<file path="src/rtl/fifo_wr_arbiter.sv">
// fifo_wr_arbiter: round-robin arbiter sharing the FIFO write port among NUM_REQ producers in bursts of up to MAX_BURST beats.
// Optional handshake/overflow checker driving err is built only when FIFO_WR_ARB_CHK_EN is defined.
module fifo_wr_arbiter #(
  parameter int NUM_REQ    = 4,
  parameter int DATA_WIDTH = 8,
  parameter int MAX_BURST  = 4
) (
  input  logic                          clk,
  input  logic                          rst_n,
  input  logic [NUM_REQ-1:0]            req_valid,
  input  logic [NUM_REQ-1:0]            req_last,
  input  logic [NUM_REQ*DATA_WIDTH-1:0] req_data,
  output logic [NUM_REQ-1:0]            req_ready,
  input  logic                          w_full,
  output logic                          w_inc,
  output logic [DATA_WIDTH-1:0]         w_data,
  output logic [$clog2(NUM_REQ)-1:0]    grant_id,
  output logic                          busy,
  output logic                          err
);
  localparam int IW = $clog2(NUM_REQ);
  localparam int BW = $clog2(MAX_BURST + 1);
  typedef enum logic {IDLE, GRANT} state_t;
  state_t          state_q, state_d;
  logic [IW-1:0]   rr_ptr_q, rr_ptr_d, grant_id_q, grant_id_d, sel_lo, sel_hi, next_ptr;
  logic [BW-1:0]   beat_cnt_q, beat_cnt_d;
  logic            any_hi, valid_g, last_g, accept, done;
  assign valid_g  = req_valid[grant_id_q];
  assign last_g   = req_last[grant_id_q];
  assign accept   = state_q == GRANT && valid_g && !w_full;
  assign done     = last_g || beat_cnt_q == BW'(MAX_BURST - 1);
  assign next_ptr = grant_id_q == IW'(NUM_REQ - 1) ? '0 : grant_id_q + IW'(1);
  always_ff @(posedge clk or negedge rst_n) begin
    if (!rst_n) begin
      state_q    <= IDLE;
      rr_ptr_q   <= '0;
      grant_id_q <= '0;
      beat_cnt_q <= '0;
    end else begin
      state_q    <= state_d;
      rr_ptr_q   <= rr_ptr_d;
      grant_id_q <= grant_id_d;
      beat_cnt_q <= beat_cnt_d;
    end
  end
  // Lowest valid index at or above rr_ptr wins; otherwise wrap to the lowest valid index overall.
  always_comb begin
    sel_lo     = '0;
    sel_hi     = '0;
    any_hi     = 1'b0;
    for (int i = NUM_REQ - 1; i >= 0; i--) begin
      if (req_valid[i]) sel_lo = IW'(i);
      if (req_valid[i] && IW'(i) >= rr_ptr_q) begin
        sel_hi = IW'(i);
        any_hi = 1'b1;
      end
    end
    state_d    = state_q;
    rr_ptr_d   = rr_ptr_q;
    grant_id_d = grant_id_q;
    beat_cnt_d = beat_cnt_q;
    if (state_q == IDLE) begin
      if (|req_valid) begin
        state_d    = GRANT;
        grant_id_d = any_hi ? sel_hi : sel_lo;
        beat_cnt_d = '0;
      end
    end else if (!valid_g || (accept && done)) begin
      state_d  = IDLE;
      rr_ptr_d = next_ptr;
    end else if (accept) begin
      beat_cnt_d = beat_cnt_q + BW'(1);
    end
  end
  always_comb begin
    busy      = state_q == GRANT;
    req_ready = busy && !w_full ? NUM_REQ'(1) << grant_id_q : '0;
    w_inc     = accept;
    w_data    = req_data[grant_id_q*DATA_WIDTH +: DATA_WIDTH];
    grant_id  = grant_id_q;
  end
`ifdef FIFO_WR_ARB_CHK_EN
  logic [NUM_REQ-1:0]            pv_q, pr_q, pl_q;
  logic [NUM_REQ*DATA_WIDTH-1:0] pd_q;
  logic                          err_q, err_d, viol;
  // A stalled beat must keep valid, data and last unchanged until it is accepted.
  always_comb begin
    viol = w_inc && w_full;
    for (int i = 0; i < NUM_REQ; i++)
      viol = viol || (pv_q[i] && !pr_q[i] && (!req_valid[i] || req_last[i] != pl_q[i] ||
             req_data[i*DATA_WIDTH +: DATA_WIDTH] != pd_q[i*DATA_WIDTH +: DATA_WIDTH]));
    err_d = err_q || viol;
  end
  always_ff @(posedge clk or negedge rst_n) begin
    if (!rst_n) begin
      pv_q  <= '0;
      pr_q  <= '0;
      pl_q  <= '0;
      pd_q  <= '0;
      err_q <= 1'b0;
    end else begin
      pv_q  <= req_valid;
      pr_q  <= req_ready;
      pl_q  <= req_last;
      pd_q  <= req_data;
      err_q <= err_d;
    end
  end
  assign err = err_q;
`else
  assign err = 1'b0;
`endif
endmodule
</file>
<file path="config.mk">
export PLATFORM = sky130hd
export DESIGN_NAME = fifo_wr_arbiter
export DESIGN_NICKNAME = d
export VERILOG_FILES = /design/src/rtl/fifo_wr_arbiter.sv
export SDC_FILE = /design/constraint.sdc
export NUM_CORES = 1
export LEC_CHECK = 0
export ABC_AREA = 1
export CAP_MARGIN = 20
export CORE_MARGIN = 2
export CORE_UTILIZATION = 36
export DETAILED_ROUTE_END_ITERATION = 12
export PLACE_DENSITY_LB_ADDON = 0.15
export SETUP_SLACK_MARGIN = 0.4
export SLEW_MARGIN = 15
export SYNTH_ARGS = -nofsm -noshare
export SYNTH_HDL_FRONTEND = slang
export SYNTH_SLANG_ARGS = --single-unit
</file>
<file path="constraint.sdc">
create_clock -name clk -period 2.2 [get_ports clk]
set_clock_uncertainty 0.2 [all_clocks]
set_input_delay 0.44 -clock clk [delete_from_list [all_inputs] [get_ports clk]]
set_output_delay 0.44 -clock clk [all_outputs]
set_load 0.02 [all_outputs]
</file>
# ---- Word level (Yosys, flattened, before mapping)
# Cells that the tools add are included.
dict set report totals {
  register_bits 8
  inputBits 43
}
dict set report classes {
  eq_ne 4
  bitwise 1
  magnitude_cmp 5
  shift 2
  n_mux 26
  add_sub_neg 2
  n_reduce_logical 17
}
# operator count
set ops {}
lappend ops {{32-bit by 6-bit variable part select with 8-bit output} 1}
lappend ops {{2-bit two-way mux} 10}
lappend ops {{3-bit two-way mux} 4}
lappend ops {{1-bit two-way mux} 9}
lappend ops {{1-bit logical AND} 8}
lappend ops {{1-bit binary-select mux with 2-bit select} 2}
lappend ops {{1-bit by 2-bit >= comparator with 1-bit output (first input constant)} 2}
lappend ops {{2-bit >= comparator (first input constant)} 2}
lappend ops {{4-bit two-way mux} 1}
lappend ops {{2-bit AND reduction} 2}
lappend ops {{4-bit OR reduction} 1}
lappend ops {{1-bit by 2-bit << shifter with 4-bit output (first input constant)} 1}
lappend ops {{3-bit by 1-bit adder with 3-bit output (second input constant)} 1}
lappend ops {{3-bit by 2-bit == test with 1-bit output (second input constant)} 1}
lappend ops {{2-bit by 3-bit < comparator with 1-bit output (second input constant)} 1}
lappend ops {{3-bit AND reduction} 1}
lappend ops {{2-bit by 1-bit adder with 2-bit output (second input constant)} 1}
lappend ops {{2-bit == test (second input constant)} 1}
lappend ops {{1-bit logical NOT} 2}
lappend ops {{1-bit logical OR} 2}
lappend ops {{2-bit by 1-bit != test with 1-bit output (second input constant)} 1}
lappend ops {{2-bit != test (second input constant)} 1}
lappend ops {{2-bit nonzero test} 1}
lappend ops {{1-bit inverter} 1}

# ---- Depth between registers and ports, before layout
# Gate-level depths: netlist of the first run.
dict set report depth {
  ltp_word 8
  ltp_mapped 10
  ltp_nobuf 10
}

# ---- Worst setup path after synthesis of the first run
# OpenSTA, ideal clock, no wires.
dict set report synth_timing {
  path_type {register -> output}
  from {register grant_id_q[0], in the netlist grant_id[0]}
  to {output port req_ready[2]}
  required_ns 1.560
  stages_incl_launch_ff 7
  path_slack_ns 0.140
  path_buffers 2
  arrival_ns 1.420
  cell_sequence {dfrtp_1 -> inv_2 -> buf_6 -> buf_2 -> ha_1 -> inv_1 -> nor2_1}
}
dict set report synth_via {
  elab_chain_len 2
}
# element line
set synth_rtl {}
lappend synth_rtl {{start: declaration} 25} ;# logic [IW-1:0] rr_ptr_q, rr_ptr_d, grant_id_q, grant_id_d, sel_lo, sel_hi, next_ptr;
lappend synth_rtl {{start signal: assignment} 42} ;# grant_id_q <= grant_id_d;
lappend synth_rtl {{1-bit by 2-bit << shifter with 4-bit output} 77} ;# req_ready = busy && !w_full ? NUM_REQ'(1) << grant_id_q : '0;
lappend synth_rtl {{4-bit two-way mux} 77}
lappend synth_rtl {{end: declaration} 13} ;# output logic [NUM_REQ-1:0] req_ready,
# Every way passes these cells.

# ---- Worst setup path in the final report of the first run
dict set report layout_timing {
  from {register grant_id_q[0], in the netlist grant_id[0]}
  to {output port w_data[3]}
}
dict set report layout_via {
  elab_chain_len 1
}
# element line
set layout_rtl {}
lappend layout_rtl {{32-bit by 6-bit variable part select with 8-bit output} 79} ;# w_data = req_data[grant_id_q*DATA_WIDTH +: DATA_WIDTH];
lappend layout_rtl {{end: declaration} 16} ;# output logic [DATA_WIDTH-1:0] w_data,
# Every way passes these cells.

==> results of run 1 <==
[cell families after synthesis]
family | after synthesis | synth area share, %
compound gates | 33 | 19.4
fa+ha+maj | 6 | 8.13
buf+inv | 26 | 13.0
flops | 8 | 21.7
other cells | 1 | 0.406
simple gates | 69 | 37.4
[power by group]
part | internal (uW) | switching, uW
clock | 69.5 | 52.6
sequential | 214 | 51.2
combinational | 1070 | 1240
total | 1350 | 1340
[area by class of cell]
type / count / area, um2
Tap cell: 30 / 37.5
Inverter: 19 / 73.8
Timing Repair Buffer: 79 / 802
Multi-Input combinational cell: 109 / 832
Sequential cell: 8 / 201
Clock buffer: 4 / 26.3
Fill cell: 159 / 482
[stage by stage]
| step | util [%] | std cells |
|---|---|---|
| 3_3_place_gp | 67.6 | 236 |
| 5_1_grt | 80.4 | 249 |
| 4_1_cts | 73.2 | 244 |
| 6_report | 80.4 | 249 |
| 3_5_place_dp | 67.6 | 236 |
| 2_1_floorplan | - | 143 |
[synth_stat cells]
library cell / instances
sky130_fd_sc_hd__nand2_1: 23
sky130_fd_sc_hd__o21ai_1: 2
sky130_fd_sc_hd__clkbuf_1: 1
sky130_fd_sc_hd__nand2_2: 4
sky130_fd_sc_hd__nand3_2: 2
sky130_fd_sc_hd__conb_1: 1
sky130_fd_sc_hd__buf_4: 1
sky130_fd_sc_hd__a21oi_1: 2
sky130_fd_sc_hd__nor2_2: 1
sky130_fd_sc_hd__nor2_1: 27
sky130_fd_sc_hd__a31oi_1: 1
sky130_fd_sc_hd__dfrtp_1: 8
sky130_fd_sc_hd__inv_2: 3
sky130_fd_sc_hd__inv_1: 16
sky130_fd_sc_hd__nand2_4: 2
sky130_fd_sc_hd__o21ai_0: 19
sky130_fd_sc_hd__nor3_1: 1
sky130_fd_sc_hd__nand3_4: 2
sky130_fd_sc_hd__nand4_1: 2
sky130_fd_sc_hd__o22ai_1: 8
sky130_fd_sc_hd__nand3_1: 4
sky130_fd_sc_hd__buf_6: 2
sky130_fd_sc_hd__ha_1: 6
sky130_fd_sc_hd__nor2_4: 1
sky130_fd_sc_hd__buf_2: 3
sky130_fd_sc_hd__o211ai_1: 1
[how the worst max path moves through the flow]
| stage | startpoint | endpoint | slack, ns |
|---|---|---|---|
| final | grant_id[0] | w_data[3] | 0.15 |
| after global routing | grant_id[0] | w_data[3] | 0.11 |
| after CTS | grant_id[0] | w_inc | 0.19 |
| after detailed placement | req_valid[3] | w_inc | -0.32 |
| after global placement | req_valid[2] | w_inc | -0.29 |
| after floorplan | grant_id[0] | req_ready[2] | 0.39 |
[placed cells by master, fill, tap and decap left out, types with 2 or more instances in the layout]
cell type                          n
sky130_fd_sc_hd__dlygate4sd2_1    13
sky130_fd_sc_hd__nand2_4           4
sky130_fd_sc_hd__nand2_1          18
sky130_fd_sc_hd__nand4_1           2
sky130_fd_sc_hd__nand3_4           2
sky130_fd_sc_hd__o21ai_1           5
sky130_fd_sc_hd__buf_4            10
sky130_fd_sc_hd__clkbuf_16         2
sky130_fd_sc_hd__nor2_4            5
sky130_fd_sc_hd__inv_2             9
sky130_fd_sc_hd__o21ai_2           9
sky130_fd_sc_hd__dfrtp_1           7
sky130_fd_sc_hd__o21ai_4           4
sky130_fd_sc_hd__nor2_2            8
sky130_fd_sc_hd__nand3_1           2
sky130_fd_sc_hd__buf_6            18
sky130_fd_sc_hd__o22ai_2           8
sky130_fd_sc_hd__a21oi_1           2
sky130_fd_sc_hd__nand3_2           4
sky130_fd_sc_hd__clkbuf_4          3
sky130_fd_sc_hd__o21ai_0           3
sky130_fd_sc_hd__nor2_1           16
sky130_fd_sc_hd__nand2_2           7
sky130_fd_sc_hd__inv_1             9
sky130_fd_sc_hd__clkdlybuf4s50_1  29
sky130_fd_sc_hd__clkbuf_2          2
sky130_fd_sc_hd__buf_2             2
sky130_fd_sc_hd__ha_1              4
sky130_fd_sc_hd__buf_8             2
[registers in the layout, indices dropped and copies added (netlist names)]
name / count
beat_cnt_q: 3
busy: 1
grant_id: 2
rr_ptr_q: 2
[per-layer routing]
metal,global-route usage (%),up-vias,wire length [um]
met5,0,-,0
met1,28.0,608,1620
met2,43.1,55,1830
met3,7.10,19,228
met4,9.17,0,200
li1,-,617,-
[worst max-delay path, stage by stage (launching register included)]
cell and delay [ns]:
sky130_fd_sc_hd__dfrtp_2 0.41, sky130_fd_sc_hd__inv_4 0.06, sky130_fd_sc_hd__buf_4 0.13, sky130_fd_sc_hd__buf_8 0.13, sky130_fd_sc_hd__o21ai_1 0.17, sky130_fd_sc_hd__o22ai_2 0.10
sky130_fd_sc_hd__buf_6 0.14
[repair_timing]
item                                   in CTS  in global routing
endpoints found under the hold margin       0                  0
pin swaps                                  15                 17
setup endpoints to repair                  20                 20
gates cloned                                1                  2
setup buffers                               3                  3
resized for setup                         139                 36
==> metrics.md, run 1 <==
| Metric | Value |
|---|---|
| Cell area after layout | `1970 um2` |
| Die height | `54.6 um` |
| Post-route total power | `2690 uW` |
| Pre-CTS setup slack | `-0.322 ns` |
| Standard cell area after detailed placement | `1660 um2` |
| Core area | `2450 um2` |
| Post-synthesis instance area | `923 um2` |
| Wire length after detailed routing | `3870 um` |
| Class of the worst hold path | `in -> async` |
| Setup repair after global routing missed its margin | `true` |
| Synth-to-Final Area Change | `114%` |
| Max capacitance violation total | `0` |
| Number of distinct library cells after synthesis | `26` |
| Hold buffer count at CTS | `0` |
| Crit path setup slack, layout | `0.151 ns` |
| Leakage | `0.000909 uW` |
| Die ar. | `2990 um2` |
| CTS root buffer | `sky130_fd_sc_hd__clkbuf_4` |
| Number of warning messages in the yosys log | `0` |
| Fmax | `488 MHz` |
| DRC | `0` |
| Total of endpoints with negative setup slack in the final report | `0` |
| Worst voltage drop across the vdd grid | `1130 uV` |
| Final setup TNS | `0 ns` |
| Final Slew Violations | `0` |
| Synth Register Bits | `8` |
| Wire length of the first global-routing pass | `5300 um` |
| Library cell with the largest summed area after synthesis | `sky130_fd_sc_hd__dfrtp_1` |
| Number of antenna diodes | `0` |
| Share of layout cells above drive strength 1 | `47.9%` |
| Hold violation count in the final report | `0` |
| Slack of the worst reg-to-reg path | `0.31 ns` |
| Routability congestion estimate from global placement | `0.885` |
| Nets in the synthesized netlist | `192` |
| Hold Slack | `0.263 ns` |
| Seq/Total Area, Yosys | `21.7%` |
| Vias after detailed routing | `1,299` |
| Worst r2r src | `grant_id[0]` |
| Post-detailed-route wirelength per cell | `15.6 um` |
| TritonCTS Buffers | `3` |
| Critical path data required time | `1.56 ns` |
| Clock sinks | `8` |
| Ratio of final minimum period to clock period | `93.1%` |
| Buffers on Ports | `58` |
| Final HPWL DP | `2520 um` |
| Tmin final | `2.05 ns` |
| # rows | `18` |
| Critical path capture point type | `primary output` |
| Global Route Usage Sum | `24.6%` |
| Overall overflow remaining after global route | `0` |
| Post-Synthesis Mean Instance Area | `6.46 um2` |
| Arrival @ worst endpoint | `1.41 ns` |
| Number of antenna violations at the first check in global routing | `0` |
| Buffer depth of the longest clock path | `2` |
| Ranking of synthesized cells by area | `sky130_fd_sc_hd__dfrtp_1 (22%), sky130_fd_sc_hd__nor2_1 (11%), sky130_fd_sc_hd__o21ai_0 (10%), sky130_fd_sc_hd__nand2_1 (9.3%), sky130_fd_sc_hd__ha_1 (8.1%)` |
| DR iter-0 viols | `23` |
| CTS clk-pin slew, worst paths | `0.06 ns` |
| Die Span X | `54.6 um` |
| Power per unit of standard cell area | `1370 nW/um2` |
| Count of TritonRoute iterations in the first routing pass | `4` |
| Starting utilization of the core area | `37.6%` |
| Count of antenna-violating nets left after detailed routing | `0` |
| Number of levels the H-tree was split into | `1` |
| Total I/O pin count | `60` |
| NumNets Final | `269` |
| Critical Path Fanout Max | `7` |
| Worst R2R Path Depth | `12` |
| Clock tree from TritonCTS | `built` |
| DR vias/cell | `5.22` |
| Clock latency reported for the late side of the worst-skew pair | `0.26 ns` |
| Largest net degree at the start of global routing | `14` |
| Cell count after synthesis | `143` |
| Synth top area share | `21.7%` |
| Crit Reg-Reg Endpoint | `beat_cnt_q[1]` |
| Start-to-end type of the worst setup path | `reg -> out` |
| Kind of start point of the critical path | `register` |
| Number of global-route vias before repair | `1,185` |
| Run status | `finished, final reports clean` |
No activity file was read; power rests on OpenSTA's default activity.
==> inputs of run 2 (changes only) <==
--- a/config.mk
+++ b/config.mk
@@ -6,10 +6,10 @@
 export NUM_CORES = 1
 export LEC_CHECK = 0
 export ABC_AREA = 1
-export CAP_MARGIN = 20
 export CORE_MARGIN = 2
 export CORE_UTILIZATION = 36
 export DETAILED_ROUTE_END_ITERATION = 12
+export GPL_TIMING_DRIVEN = 0
 export PLACE_DENSITY_LB_ADDON = 0.15
 export SETUP_SLACK_MARGIN = 0.4
 export SLEW_MARGIN = 15
==> metrics.md, run 2 (synthesized netlist as in run 1, its figures left out) <==
| Metric | Value |
|---|---|
| Leading cell type in the layout, fill and taps excluded | `sky130_fd_sc_hd__clkdlybuf4s50_1` |
| Start-to-end type of the worst setup path | `reg -> out` |
| Run status | `finished, final reports clean` |
| Overall overflow remaining after global route | `0 (unchanged)` |
| Setup repair after global routing missed its margin | `true` |
| Synth-to-Final Area Change | `109%` |
| Leakage | `0.000892 uW (-2.0%)` |
| DR vias/cell | `5.15 (-1.3%)` |
| Critical path data required time | `1.56 ns (about the same)` |
| Power per unit of standard cell area | `1380 nW/um2 (+1.1%)` |
| Highest-count cells in the layout ignoring fill and taps | `sky130_fd_sc_hd__clkdlybuf4s50_1 (37), sky130_fd_sc_hd__nand2_1 (22), sky130_fd_sc_hd__buf_6 (18), sky130_fd_sc_hd__nor2_1 (18), sky130_fd_sc_hd__buf_4 (16)` |
| Pre-CTS setup slack | `-0.393 ns (-0.0718 ns)` |
| NumNets Final | `273 (+1.5%)` |
| Largest reg by FF count | `beat_cnt_q` |
| Clock latency reported for the late side of the worst-skew pair | `0.29 ns (+0.03 ns)` |
| Crit path setup slack, layout | `0.121 ns (-0.0303 ns)` |
| DRC | `0 (unchanged)` |
| Count of antenna-violating nets left after detailed routing | `0 (unchanged)` |
| Standard cell area after detailed placement | `1630 um2 (-1.9%)` |
| CTS clk-pin slew, worst paths | `0.07 ns (about the same)` |
| Kind of start point of the critical path | `register` |
| Hold Slack | `0.235 ns (-0.0282 ns)` |
| Tmin final | `2.08 ns (+0.0303 ns)` |
| DR iter-0 viols | `16 (-30%)` |
| Layout filler cell count | `173 (+8.8%)` |
| Hold violation count in the final report | `0 (unchanged)` |
| Worst voltage drop across the vdd grid | `1110 uV (-1.7%)` |
| Global Route Usage Sum | `26.7% (+2.0 points)` |
| Fmax | `481 MHz (-1.5%)` |
| Ratio of final minimum period to clock period | `94.5% (+1.4 points)` |
| Number of global-route vias before repair | `1,247 (+5.2%)` |
| Arrival @ worst endpoint | `1.44 ns (+0.03 ns)` |
| Critical Path Fanout Max | `6 (-1)` |
| TritonCTS Buffers | `3 (unchanged)` |
| Final Slew Violations | `0 (unchanged)` |
| Core area | `2450 um2 (unchanged)` |
| Count of TritonRoute iterations in the first routing pass | `4 (unchanged)` |
| Hold buffer count at CTS | `0 (unchanged)` |
| Vias after detailed routing | `1,303 (+0.31%)` |
| Total of endpoints with negative setup slack in the final report | `0 (unchanged)` |
| Class of the worst hold path | `in -> async` |
| Die height | `54.6 um (unchanged)` |
| # rows | `18 (unchanged)` |
| Die Span X | `54.6 um (unchanged)` |
| Clock sinks | `8 (unchanged)` |
| Max FFs per register | `3 (unchanged)` |
| Critical path capture point type | `primary output` |
| Total I/O pin count | `60 (unchanged)` |
| CTS root buffer | `sky130_fd_sc_hd__clkbuf_4` |
| Clock tree from TritonCTS | `built` |
| Wire length after detailed routing | `3780 um (-2.3%)` |
| Max capacitance violation total | `0 (unchanged)` |
| Cell area after layout | `1930 um2 (-2.0%)` |
| Buffers on Ports | `58 (unchanged)` |
| Starting utilization of the core area | `37.6% (unchanged)` |
| Final HPWL DP | `2500 um (-0.90%)` |
| Number of levels the H-tree was split into | `1 (unchanged)` |
| Share of layout cells above drive strength 1 | `41.7% (-6.2 points)` |
| Number of antenna violations at the first check in global routing | `0 (unchanged)` |
| Number of antenna diodes | `0 (unchanged)` |
| Largest net degree at the start of global routing | `11 (-3)` |
| Post-detailed-route wirelength per cell | `15.0 um (-3.9%)` |
| Die ar. | `2990 um2 (unchanged)` |
| Wire length of the first global-routing pass | `5550 um (+4.7%)` |
| Buffer depth of the longest clock path | `2 (unchanged)` |
| Routability congestion estimate from global placement | `0.810 (-8.5%)` |
==> run 2: cell count changes in the layout (fill, tap and decap cells not counted), sizes merged <==
cell,change
clkdlybuf4s50,+8
dlygate4sd2,-7
buf,+6
clkbuf,-3
==> run 2: repair_timing <==
action / 4_1_cts / 5_1_grt
cloned: 1 / 0
setup endpoints to repair: 19 / 18
setup buffers: 13 / 4
gates resized for setup: 123 / 14
pin swaps: 13 / 3
hold endpoints to repair: 0 / 0
==> run 2: metal layers <==
layer	track usage (%)	routed length, um	share of wire, %	vias up
met5	0	0	0	-
met4	10.0	46	1.2	0
met3	5.74	191	5.0	4
met2	51.6	2020	54	39
met1	27.3	1520	40	634
li1	-	-	-	626
==> run 2: final cells by class <==
class	count	area, um2	area share [%]
multi-input cells	109	744	38.5
well taps	30	37.5	1.94
flip-flops and latches	8	203	10.5
clock buffers	4	26.3	1.36
inverters	19	73.8	3.82
plain buffers	7	82.6	4.27
repair buffers	76	766	39.6
==> run 2: path summary, 6_finish.rpt <==
path | from | endpoint | slack, ns | cells past startpoint
min reg2reg | beat_cnt_q[1] | beat_cnt_q[1] | 0.29 | 2
min | rst_n | beat_cnt_q[0] | 0.24 | 1
max in group asynchronous | rst_n | busy | 1.26 | 1
max | grant_id[0] | w_data[6] | 0.12 | 6
min in group clk | beat_cnt_q[1] | beat_cnt_q[1] | 0.29 | 2
max reg2reg | grant_id[0] | beat_cnt_q[2] | 0.37 | 11
==> run 2: stage by stage <==
stage	TNS [ns]	utilization, %	cells	power [uW]
after floorplan	0	-	143	1360
after global placement	-3.20	66.3	231	1890
after detailed placement	-3.43	66.3	231	1930
after CTS	0	76.8	249	2510
after global routing	0	78.7	253	2840
final	0	78.7	253	2670
==> run 2: worst max-delay path, stage by stage (launching register included) <==
cell and delay [ns]:
sky130_fd_sc_hd__dfrtp_2 0.43, sky130_fd_sc_hd__inv_2 0.09, sky130_fd_sc_hd__buf_6 0.14, sky130_fd_sc_hd__buf_8 0.14
sky130_fd_sc_hd__nor2_2 0.04, sky130_fd_sc_hd__o22ai_2 0.17, sky130_fd_sc_hd__buf_6 0.14
==> run 2: power breakdown <==
part	leakage [uW]	internal (uW)	switching, uW
Sequential	0.0000976	216	68.0
Combinational	0.000779	1090	1150
Clock	0.0000150	70.8	73.5
